File: src/rtl/uart_rx_8bytes_pkg.sv
// Shared definitions for the 8-byte RS485 packet receiver: receiver FSM
// state codes and the default packet geometry.
package uart_rx_8bytes_pkg;

   typedef enum logic [2:0] {
      ST_IDLE,
      ST_START,
      ST_DATA,
      ST_STOP,
      ST_BREAK
   } rx_state_t;

   localparam int UART_NBYTES   = 8;
   localparam int UART_OVS      = 8;
   localparam int UART_GAP_BITS = 16;

   // Number of idle clock cycles that abandons a partially received packet.
   function automatic int gap_cycles(input int ovs, input int gap_bits);
      return ovs * gap_bits;
   endfunction

endpackage

File: src/rtl/uart_rx_8bytes_byte.sv
// Single-byte UART receiver: synchronises rx, confirms the start bit at
// mid-bit, shifts in 8 data bits LSB first and checks the stop bit.
// byte_ok/byte_err/start_ok are combinational strobes that are active on
// the sampling cycle itself.
module uart_rx_byte
   import uart_rx_8bytes_pkg::*;
#(
   parameter int OVS = UART_OVS
) (
   input  logic       clk,
   input  logic       reset,
   input  logic       rx,
   output logic [7:0] rx_byte,
   output logic       byte_ok,
   output logic       byte_err,
   output logic       start_ok,
   output logic       idle
);

   localparam int CW = $clog2(OVS);
   localparam logic [CW-1:0] HALF_LAST = CW'(OVS / 2 - 1);
   localparam logic [CW-1:0] FULL_LAST = CW'(OVS - 1);

   logic          rx_m;
   logic          rx_s;
   rx_state_t     state_q;
   rx_state_t     state_d;
   logic [CW-1:0] cnt_q;
   logic [CW-1:0] cnt_d;
   logic [2:0]    bit_q;
   logic [2:0]    bit_d;
   logic [7:0]    shift_q;
   logic [7:0]    shift_d;

   // Two-flop synchroniser; the line idles high so the flops reset to 1.
   always_ff @(posedge clk) begin
      if (!reset) begin
         rx_m <= 1'b1;
         rx_s <= 1'b1;
      end else begin
         rx_m <= rx;
         rx_s <= rx_m;
      end
   end

   // State, oversampling counter, bit index and shift register.
   always_ff @(posedge clk) begin
      if (!reset) begin
         state_q <= ST_IDLE;
         cnt_q   <= '0;
         bit_q   <= '0;
         shift_q <= '0;
      end else begin
         state_q <= state_d;
         cnt_q   <= cnt_d;
         bit_q   <= bit_d;
         shift_q <= shift_d;
      end
   end

   // Next-state logic; the counter free-runs and is cleared at each sample.
   always_comb begin
      state_d  = state_q;
      cnt_d    = cnt_q + 1'b1;
      bit_d    = bit_q;
      shift_d  = shift_q;
      byte_ok  = 1'b0;
      byte_err = 1'b0;
      start_ok = 1'b0;
      case (state_q)
         ST_IDLE: begin
            cnt_d = '0;
            if (!rx_s) begin
               state_d = ST_START;
            end
         end
         ST_START: begin
            if (cnt_q == HALF_LAST) begin
               cnt_d = '0;
               if (!rx_s) begin
                  state_d  = ST_DATA;
                  bit_d    = '0;
                  start_ok = 1'b1;
               end else begin
                  state_d = ST_IDLE;
               end
            end
         end
         ST_DATA: begin
            if (cnt_q == FULL_LAST) begin
               cnt_d   = '0;
               shift_d = {rx_s, shift_q[7:1]};
               bit_d   = bit_q + 1'b1;
               if (bit_q == 3'd7) begin
                  state_d = ST_STOP;
               end
            end
         end
         ST_STOP: begin
            if (cnt_q == FULL_LAST) begin
               cnt_d = '0;
               if (rx_s) begin
                  byte_ok = 1'b1;
                  state_d = ST_IDLE;
               end else begin
                  byte_err = 1'b1;
                  state_d  = ST_BREAK;
               end
            end
         end
         ST_BREAK: begin
            cnt_d = '0;
            if (rx_s) begin
               state_d = ST_IDLE;
            end
         end
         default: begin
            state_d = ST_IDLE;
            cnt_d   = '0;
         end
      endcase
   end

   assign rx_byte = shift_q;
   assign idle    = (state_q == ST_IDLE);

endmodule

File: src/rtl/uart_rx_8bytes.sv
// 8-byte packet receiver: collects bytes from uart_rx_byte into a buffer,
// publishes the whole packet at once, and aborts partial packets on a bad
// stop bit or an over-long idle gap between bytes.
module uart_rx_8bytes
   import uart_rx_8bytes_pkg::*;
#(
   parameter int OVS      = UART_OVS,
   parameter int NBYTES   = UART_NBYTES,
   parameter int GAP_BITS = UART_GAP_BITS
) (
   input  logic                       clk,
   input  logic                       reset,
   input  logic                       rx,
   output logic [8*NBYTES-1:0]        pkt_data,
   output logic                       pkt_valid,
   output logic                       frame_err,
   output logic                       busy,
   output logic [$clog2(NBYTES)-1:0]  byte_cnt
);

   localparam int BCW     = $clog2(NBYTES);
   localparam int GAP_CYC = gap_cycles(OVS, GAP_BITS);
   localparam int GW      = $clog2(GAP_CYC);

   logic [7:0]              rx_byte;
   logic                    byte_ok;
   logic                    byte_err;
   logic                    start_ok;
   logic                    idle;
   logic [8*(NBYTES-1)-1:0] byte_buf;
   logic [GW-1:0]           gap_cnt;
   logic                    gap_run;
   logic                    gap_hit;
   logic                    last_byte;

   uart_rx_byte #(
      .OVS(OVS)
   ) u_byte (
      .clk     (clk),
      .reset   (reset),
      .rx      (rx),
      .rx_byte (rx_byte),
      .byte_ok (byte_ok),
      .byte_err(byte_err),
      .start_ok(start_ok),
      .idle    (idle)
   );

   assign gap_run   = idle && (byte_cnt != '0);
   assign gap_hit   = gap_run && (gap_cnt == GW'(GAP_CYC - 1));
   assign last_byte = (byte_cnt == BCW'(NBYTES - 1));

   // Counts idle cycles inside a packet; cleared whenever the receiver leaves IDLE.
   always_ff @(posedge clk) begin
      if (!reset) begin
         gap_cnt <= '0;
      end else if (!gap_run || gap_hit) begin
         gap_cnt <= '0;
      end else begin
         gap_cnt <= gap_cnt + 1'b1;
      end
   end

   // Packet assembly; the final byte goes straight into pkt_data with the buffer.
   always_ff @(posedge clk) begin
      if (!reset) begin
         byte_cnt  <= '0;
         byte_buf  <= '0;
         pkt_data  <= '0;
         pkt_valid <= 1'b0;
         frame_err <= 1'b0;
         busy      <= 1'b0;
      end else begin
         pkt_valid <= 1'b0;
         frame_err <= 1'b0;
         if (start_ok) begin
            busy <= 1'b1;
         end
         if (byte_ok) begin
            if (last_byte) begin
               pkt_data  <= {rx_byte, byte_buf};
               pkt_valid <= 1'b1;
               byte_cnt  <= '0;
               busy      <= 1'b0;
            end else begin
               byte_buf[{byte_cnt, 3'b000} +: 8] <= rx_byte;
               byte_cnt <= byte_cnt + 1'b1;
            end
         end else if (byte_err || gap_hit) begin
            frame_err <= 1'b1;
            byte_cnt  <= '0;
            busy      <= 1'b0;
         end
      end
   end

endmodule

File: config.mk
export PLATFORM = sky130hd
export DESIGN_NAME = uart_rx_8bytes
export DESIGN_NICKNAME = d
export VERILOG_FILES = /design/src/rtl/uart_rx_8bytes_pkg.sv /design/src/rtl/uart_rx_8bytes_byte.sv /design/src/rtl/uart_rx_8bytes.sv
export SDC_FILE = /design/constraint.sdc
export NUM_CORES = 1
export LEC_CHECK = 0
export CORE_ASPECT_RATIO = 0.5
export CORE_MARGIN = 4
export CORE_UTILIZATION = 44
export CTS_CLUSTER_DIAMETER = 40
export DETAILED_ROUTE_END_ITERATION = 12
export GPL_ROUTABILITY_DRIVEN = 0
export PLACE_DENSITY = 0.62
export SYNTH_ARGS = -nofsm -noshare
export SYNTH_HDL_FRONTEND = slang
export SYNTH_SLANG_ARGS = --single-unit
File: constraint.sdc
create_clock -name clk -period 3.65 [get_ports clk]
set_clock_uncertainty 0.15 [all_clocks]
set_input_delay 0.5475 -clock clk [delete_from_list [all_inputs] [get_ports clk]]
set_output_delay 0.5475 -clock clk [all_outputs]
set_load 0.1 [all_outputs]
==> results of run 1 <==
-- kinds of logic (layout without fill, tap and decap cells) --
logic type | Yosys count | in the layout | synth area share (%)
XOR/XNOR | 3 | 3 | 0.430
flip-flops | 152 | 152 | 49.8
adder cells (fa/ha/maj) | 15 | 15 | 3.07
AND/OR/NAND/NOR | 244 | 244 | 19.9
multiplexers | 130 | 130 | 21.5
buffers and inverters | 47 | 118 | 3.36
AO/OA/AOI/OAI | 17 | 17 | 1.89
-- layout by cell type (no fill, tap or decap), types with 7 or more instances in the layout --
| cell type | synthesis | routed |
|---|---|---|
| mux2i_1 | 128 | 128 |
| nand2_1 | 156 | 156 |
| clkdlybuf4s50_1 | 0 | 68 |
| buf_4 | 0 | 7 |
| nor2_1 | 20 | 20 |
| clkbuf_16 | 0 | 17 |
| dfxtp_1 | 152 | 152 |
| nand3_1 | 24 | 23 |
| ha_1 | 15 | 15 |
| inv_1 | 9 | 9 |
-- path summary, 6_finish.rpt --
check	startpoint	end	depth (start not counted)
setup / recovery	byte_cnt[0]	byte_buf[33]	6
hold reg to reg	u_byte.rx_m	u_byte.rx_s	1
setup reg to reg	byte_cnt[0]	byte_buf[33]	6
hold / removal	u_byte.rx_m	u_byte.rx_s	1
-- metrics by stage --
step | cell area, um2 | cells | hold WS [ns] | worst slack (ns)
floorplan | 6110 | 608 | 0.236 | 0.215
global placement | 6970 | 839 | 0.250 | 0.749
detailed placement | 6970 | 839 | 0.268 | 0.659
CTS | 7580 | 871 | 0.289 | 0.634
global route | 7580 | 871 | 0.309 | 0.363
finish | 7580 | 871 | 0.275 | 0.615
-- worst max-delay path, stage by stage, from the launching register on --
cell     delay (ns)
dfxtp_1        0.69
inv_1          0.15
ha_1           0.26
ha_1           0.42
or4b_4         0.51
nor4_4         0.54
mux2i_1        0.25
-- routing by layer --
| metal | share of wire [%] | vias to the layer above |
|---|---|---|
| met3 | 4.7 | 8 |
| met4 | 0.75 | 0 |
| li1 | - | 2202 |
| met2 | 43 | 72 |
| met1 | 52 | 2035 |
| met5 | 0 | - |
-- layout make-up --
type                            count  area, um2
Clock buffer                       18        429
Tap cell                          192        240
Multi-Input combinational cell    409       2880
Inverter                            9       33.8
Timing Repair Buffer               77        773
Clock inverter                     14        185
Fill cell                        1217       5970
Sequential cell                   152       3040
-- flip-flops by register name, indices dropped and copies added (netlist names), 3 cells and up --
| name | flops |
|---|---|
| byte_buf | 56 |
| byte_cnt | 3 |
| gap_cnt | 7 |
| pkt_data | 64 |
| u_byte.bit_q | 3 |
| u_byte.cnt_q | 3 |
| u_byte.rx_byte | 8 |
| u_byte.state_q | 3 |
-- power groups by stage --
| stage | logic (mW) | registers, mW | clock network (mW) |
|---|---|---|---|
| floorplan | 0.0347 | 1.70 | 0 |
| global placement | 0.0418 | 1.70 | 0 |
| detailed placement | 0.0416 | 1.70 | 0 |
| CTS | 0.0419 | 1.66 | 1.87 |
| global route | 0.0456 | 1.66 | 1.95 |
| finish | 0.0412 | 1.66 | 1.83 |
==> flow_summary.yaml, run 1 <==
timing:
  rsz0062_at_grt: "false"
  slew_viol_final: 0
  maxSlewHeadroom_pct: 33.2
  finalSetupViolCount: 0
  finalHoldViolations: 0
  tightest_slew_ns: 0.998
  max_freq_mhz: 329
  min_period_ns: 3.04
  fin_tns_setup_ns: 0
  min_period_over_period_pct: 83.2
worst_setup_path:
  start_kind: "flip-flop"
  crit_fanout: 16
  path_class: "reg2reg"
  cp-end-kind: "flip-flop"
  cp_data_arrival_time_ns: 3.23
  r2r_slack_ns: 0.61
  required_ns: 3.84
cts:
  ctsResizeCount: 0
  ctsHoldBuffers: 0
  cts_buffers: 17
  clkSinkCount: 152
  cts_setup_buffers: 0
  ctsHtreeMaxLevel: 4
  clk_latency_ns: 0.42
  cts_root_buf: "clkbuf_16"
  clock_path_buffers: 2
  clk_pin_slew_ns: 0.06
  cts_tree: "done"
global_route:
  track_usage_pct: 17.0
  gr-total-overflow: 0
  grtUsageMet3_pct: 4.70
  grt_pass1_wl_um: 21700
  grt_use_met2_pct: 24.9
  antenna_found_initial: 0
  grt_pass1_vias: 4169
  grtUsageMet1_pct: 24.2
  grt.busiest_layer: "met2"
  grt_start_max_net_pins: 103
finish:
  diodes: 0
  syn_to_final_growth_pct: 24.2
  final_layout_size_suffix_gt1_share_pct: 8.10
  postLayoutCoreUtil_pct: 55.9
  fin_nets: 684
route:
  drc_errors: 0
  drtIter0Drc: 199
  finalWirelength_um: 12900
  ant_nets: 0
  vias: 4317
  first_pass_iters: 4
  post_drt_wl_per_cell_um: 14.8
  via_per_inst: 4.96
die:
  die_width_um: 175
  fp.dieH_um: 91.3
  start_util_pct: 45.1
  die_area_um2: 15900
  core_region_area_um2: 13600
  ios: 73
  core.rowCount: 30
synth:
  synth_edf_count: 0
  postSynthCellCount: 608
  ys_ff_latch: 152
  seq_area_frac_synth_pct: 49.8
  synth-warning-count: 0
  synthDistinctLibCells: 45
  synth_area_leaders: "dfxtp_1, mux2i_1, nand2_1"
  netlist.area_leader.share_pct: 49.8
  synth-async-reset-ratio_pct: 0
  yosysTopAreaCell: "dfxtp_1"
  synth_area_um2: 6110
  syn_area_per_cell_um2: 10.0
  syn_nets: 626
  ys.flop_type: "dfxtp_1"
  synth_most_common_cell: "nand2_1"
  synthTopCellsByCount: "nand2_1, dfxtp_1, mux2i_1, nand3_1, clkbuf_1"
placement:
  io_buffer_count: 72
  hpwl_um: 8430
job:
  max-cap-violations: 0
power:
  vdd_drop_max_uv: 242
  power.internal_mw: 2.76
  power.switching_mw: 0.777
  clkPwrFrac_pct: 51.8
  p_comb_share_pct: 1.2
  power_density_nw_per_um2: 467
  design_power_total_mw: 3.54
  seq_power_share_pct: 47.0
  switching_share_pct: 21.9
  leakagePower_nw: 3.01
run_status:
  status: "complete, no violations"
hold_path:
  hold_path.class: "reg2reg"
Power figures use the tool's default switching activity.
==> run 2, diff against run 1 <==
--- a/config.mk
+++ b/config.mk
@@ -11,7 +11,7 @@
 export CTS_CLUSTER_DIAMETER = 40
 export DETAILED_ROUTE_END_ITERATION = 12
 export GPL_ROUTABILITY_DRIVEN = 0
-export PLACE_DENSITY = 0.62
+export PLACE_DENSITY = 0.65
 export SYNTH_ARGS = -nofsm -noshare
 export SYNTH_HDL_FRONTEND = slang
 export SYNTH_SLANG_ARGS = --single-unit
==> constraint.sdc (replaced) <==
create_clock -name clk -period 2.65 [get_ports clk]
set_clock_uncertainty 0.15 [all_clocks]
set_input_delay 0.3975 -clock clk [delete_from_list [all_inputs] [get_ports clk]]
set_output_delay 0.3975 -clock clk [all_outputs]
set_load 0.1 [all_outputs]
==> flow_summary.yaml, run 2 (synthesized netlist as in run 1, its figures left out) <==
run_status:
  status: "complete, no violations"
cts:
  clkSinkCount: 152
  clk_latency_ns: 0.42
  cts_buffers: 17
  cts_root_buf: "clkbuf_16"
  ctsHoldBuffers: 0
  ctsResizeCount: 0
  cts_setup_buffers: 0
  clk_pin_slew_ns: 0.06
  ctsHtreeMaxLevel: 4
  clock_path_buffers: 2
  cts_tree: "done"
worst_setup_path:
  crit_fanout: 16
  reg2reg_depth: 7
  r2r-end: "byte_buf[33]"
  r2r_slack_ns: 0.26
  start_kind: "flip-flop"
  cp-end-kind: "flip-flop"
  path_class: "reg2reg"
  required_ns: 2.84
  critPathLaunch: "byte_cnt[0]"
  endpoint: "byte_buf[33]"
  timing.rr.start: "byte_cnt[0]"
  cp_data_arrival_time_ns: 2.58
power:
  leakagePower_nw: 3.20
  power_density_nw_per_um2: 626
  design_power_total_mw: 4.69
  vdd_drop_max_uv: 406
die:
  die_area_um2: 15900
  core_region_area_um2: 13600
  ios: 73
  fp.dieH_um: 91.3
  start_util_pct: 45.1
  core.rowCount: 30
  die_width_um: 175
finish:
  largest_register_ffs: 64
  instances_no_fill: 881
  diodes: 0
  regMostFlops: "pkt_data"
  fill_cells: 1221
  final_layout_size_suffix_gt1_share_pct: 20.2
  syn_to_final_growth_pct: 22.8
  layout_common_cells: "nand2_1, dfxtp_1, mux2i_1"
  postLayoutCoreUtil_pct: 55.3
  fin_nets: 695
  layout_commonest_cell: "nand2_1"
  finalInstanceArea_um2: 7500
global_route:
  antenna_found_initial: 0
  track_usage_pct: 16.1
  grt_pass1_wl_um: 20800
  gr-total-overflow: 0
  grt_pass1_vias: 4148
  grt_start_max_net_pins: 91
placement:
  dp.cells: 850
  post_dp_cell_area_um2: 6920
  io_buffer_count: 72
  place_ws_ns: 0.295
  hpwl_um: 8480
route:
  vias: 4285
  finalWirelength_um: 12600
  drc_errors: 0
  ant_nets: 0
  first_pass_iters: 4
  via_per_inst: 4.86
  post_drt_wl_per_cell_um: 14.3
  drtIter0Drc: 257
timing:
  setup_slack_ns: 0.260
  maxSlewHeadroom_pct: 63.3
  min_period_over_period_pct: 90.2
  finalSetupViolCount: 0
  slew_viol_final: 0
  min_period_ns: 2.39
  fin_tns_setup_ns: 0
  rsz0062_at_grt: "false"
  fin_hold_ws_ns: 0.152
  max_freq_mhz: 418
  finalHoldViolations: 0
  tightest_slew_ns: 0.549
hold_path:
  hold_path.class: "in2reg"
job:
  max-cap-violations: 0
[run 2: layer usage]
| metal | track usage (%) | wire [um] |
|---|---|---|
| met1 | 21.9 | 6250 |
| met2 | 25.0 | 5520 |
| met3 | 3.95 | 646 |
| met4 | 5.49 | 174 |
| met5 | 0 | 0 |
[run 2: worst min path at each step]
stage / endpoint / cells after the start / start
after global routing: u_byte.rx_s / 2 / reset
final: u_byte.rx_m / 2 / reset
after floorplan: u_byte.rx_s / 1 / u_byte.rx_m
after CTS: u_byte.rx_m / 2 / reset
after detailed placement: u_byte.rx_s / 1 / u_byte.rx_m
after global placement: u_byte.rx_s / 1 / u_byte.rx_m
[run 2: power by group]
group | leakage (nW) | switching [mW] | internal (mW)
registers | 1.23 | 0.00552 | 2.28
clock network | 0.278 | 1.00 | 1.34
logic | 1.70 | 0.0452 | 0.0127
total | 3.20 | 1.06 | 3.64
[run 2: area by class of cell]
cell class	instances	area [um2]	share of cell area (%)
Sequential cell	152	3050	40.7
Multi-Input combinational cell	409	2900	38.7
Timing Repair Buffer	88	688	9.18
Clock buffer	18	439	5.86
Tap cell	192	240	3.20
Clock inverter	13	143	1.90
Inverter	9	36.3	0.484
[run 2: worst max-delay path, stage by stage (launching register included)]
cell and delay, ns:
dfxtp_4 0.46, inv_4 0.06, ha_4 0.17, ha_1 0.28, or4b_4 0.52, nor4_4 0.25
buf_4 0.23, mux2i_1 0.20
==> run 3, diff against run 2 <==
--- a/config.mk
+++ b/config.mk
@@ -7,11 +7,11 @@
 export LEC_CHECK = 0
 export CORE_ASPECT_RATIO = 0.5
 export CORE_MARGIN = 4
-export CORE_UTILIZATION = 44
+export CORE_UTILIZATION = 50
 export CTS_CLUSTER_DIAMETER = 40
 export DETAILED_ROUTE_END_ITERATION = 12
 export GPL_ROUTABILITY_DRIVEN = 0
-export PLACE_DENSITY = 0.65
+export PLACE_DENSITY = 0.73
 export SYNTH_ARGS = -nofsm -noshare
 export SYNTH_HDL_FRONTEND = slang
 export SYNTH_SLANG_ARGS = --single-unit
==> flow_summary.yaml, run 3 (synthesized netlist as in run 1, its figures left out) <==
run_status:
  status: "complete, no violations"
global_route:
  grt_pass1_vias: 4191
  antenna_found_initial: 0
  gr-total-overflow: 0
  grt_pass1_wl_um: 20900
  track_usage_pct: 18.6
  grt_start_max_net_pins: 84
power:
  vdd_drop_max_uv: 307
  leakagePower_nw: 3.20
  power_density_nw_per_um2: 617
worst_setup_path:
  cp_data_arrival_time_ns: 2.61
  required_ns: 2.83
  crit_fanout: 16
  path_class: "reg2reg"
  start_kind: "flip-flop"
  cp-end-kind: "flip-flop"
die:
  core_region_area_um2: 11900
  die_width_um: 164
  start_util_pct: 51.4
  fp.dieH_um: 86.1
  core.rowCount: 28
  die_area_um2: 14200
  ios: 73
finish:
  diodes: 0
  syn_to_final_growth_pct: 22.1
  regMostFlops: "pkt_data"
  largest_register_ffs: 64
  fill_cells: 1004
  fin_nets: 696
  layout_commonest_cell: "nand2_1"
  instances_no_fill: 856
  layout_common_cells: "nand2_1, dfxtp_1, mux2i_1"
  final_layout_size_suffix_gt1_share_pct: 19.8
timing:
  max_freq_mhz: 412
  setup_slack_ns: 0.224
  maxSlewHeadroom_pct: 52.1
  finalHoldViolations: 0
  finalSetupViolCount: 0
  tightest_slew_ns: 0.719
  rsz0062_at_grt: "false"
  min_period_ns: 2.43
  fin_hold_ws_ns: 0.141
  min_period_over_period_pct: 91.5
  slew_viol_final: 0
cts:
  cts_setup_buffers: 0
  ctsHtreeMaxLevel: 4
  clkSinkCount: 152
  clk_latency_ns: 0.41
  cts_root_buf: "clkbuf_16"
  ctsHoldBuffers: 0
  cts_buffers: 17
  ctsResizeCount: 0
  clock_path_buffers: 2
  cts_tree: "done"
  clk_pin_slew_ns: 0.06
placement:
  dp.cells: 824
  hpwl_um: 8260
  io_buffer_count: 72
  place_ws_ns: 0.255
route:
  via_per_inst: 5.09
  drc_errors: 0
  post_drt_wl_per_cell_um: 14.6
  ant_nets: 0
  vias: 4357
  first_pass_iters: 5
  finalWirelength_um: 12500
  drtIter0Drc: 211
hold_path:
  hold_path.class: "in2reg"
job:
  max-cap-violations: 0
## run 3: cell count changes in the layout (fill, tap and decap cells not counted)
cell / previous run / this run
clkinv_8: 1 / 0
inv_8: 1 / 0
inv_6: 3 / 0
clkinv_2: 0 / 2
buf_12: 2 / 3
clkbuf_1: 0 / 4
clkinvlp_4: 2 / 1
inv_4: 1 / 2
## run 3: cell type report
type | count | area, um2 | share of cell area [%]
timing repair buffer | 89 | 708 | 9.50
inverter | 9 | 36.3 | 0.487
clock buffer | 22 | 454 | 6.09
clock inverter | 10 | 97.6 | 1.31
sequential | 152 | 3050 | 40.9
tap | 165 | 206 | 2.77
multi-input combinational | 409 | 2900 | 38.9
## run 3: path summary, 6_finish.rpt
check,from,end,slack [ns],cells after the start
worst min register to register,u_byte.rx_m,u_byte.rx_s,0.26,1
worst max register to register,byte_cnt[0],byte_buf[49],0.22,6
worst max-delay path,byte_cnt[0],byte_buf[49],0.22,6
worst min-delay path,reset,u_byte.rx_m,0.14,2
## run 3: report_power, final
group | total [mW] | internal, mW | switching (mW)
clock | 2.25 | 1.32 | 0.929
combinational | 0.0580 | 0.0126 | 0.0454
sequential | 2.29 | 2.29 | 0.00548
total | 4.60 | 3.62 | 0.980
## run 3: critical path: stages, from the launching register on
cell	delay [ns]
dfxtp_4	0.41
ha_1	0.23
ha_1	0.23
nand2b_1	0.48
nor4_4	0.39
buf_4	0.23
mux2i_1	0.22
## run 3: through the flow
step	power [mW]	utilization, %	instance area, um2	TNS [ns]
after floorplan	2.39	-	6150	-0.746
after global placement	2.40	58.1	6900	0
after detailed placement	2.40	58.1	6900	0
after CTS	4.65	62.8	7460	0
after global routing	4.75	62.8	7460	0
final	4.60	62.8	7460	0
## run 3: routing by layer
layer	track usage, %	wire length [um]	vias to the layer above
met4	5.56	142	0
met3	4.37	521	13
met1	26.5	6340	2059
li1	-	-	2217
met5	0	0	-
met2	28.1	5450	68
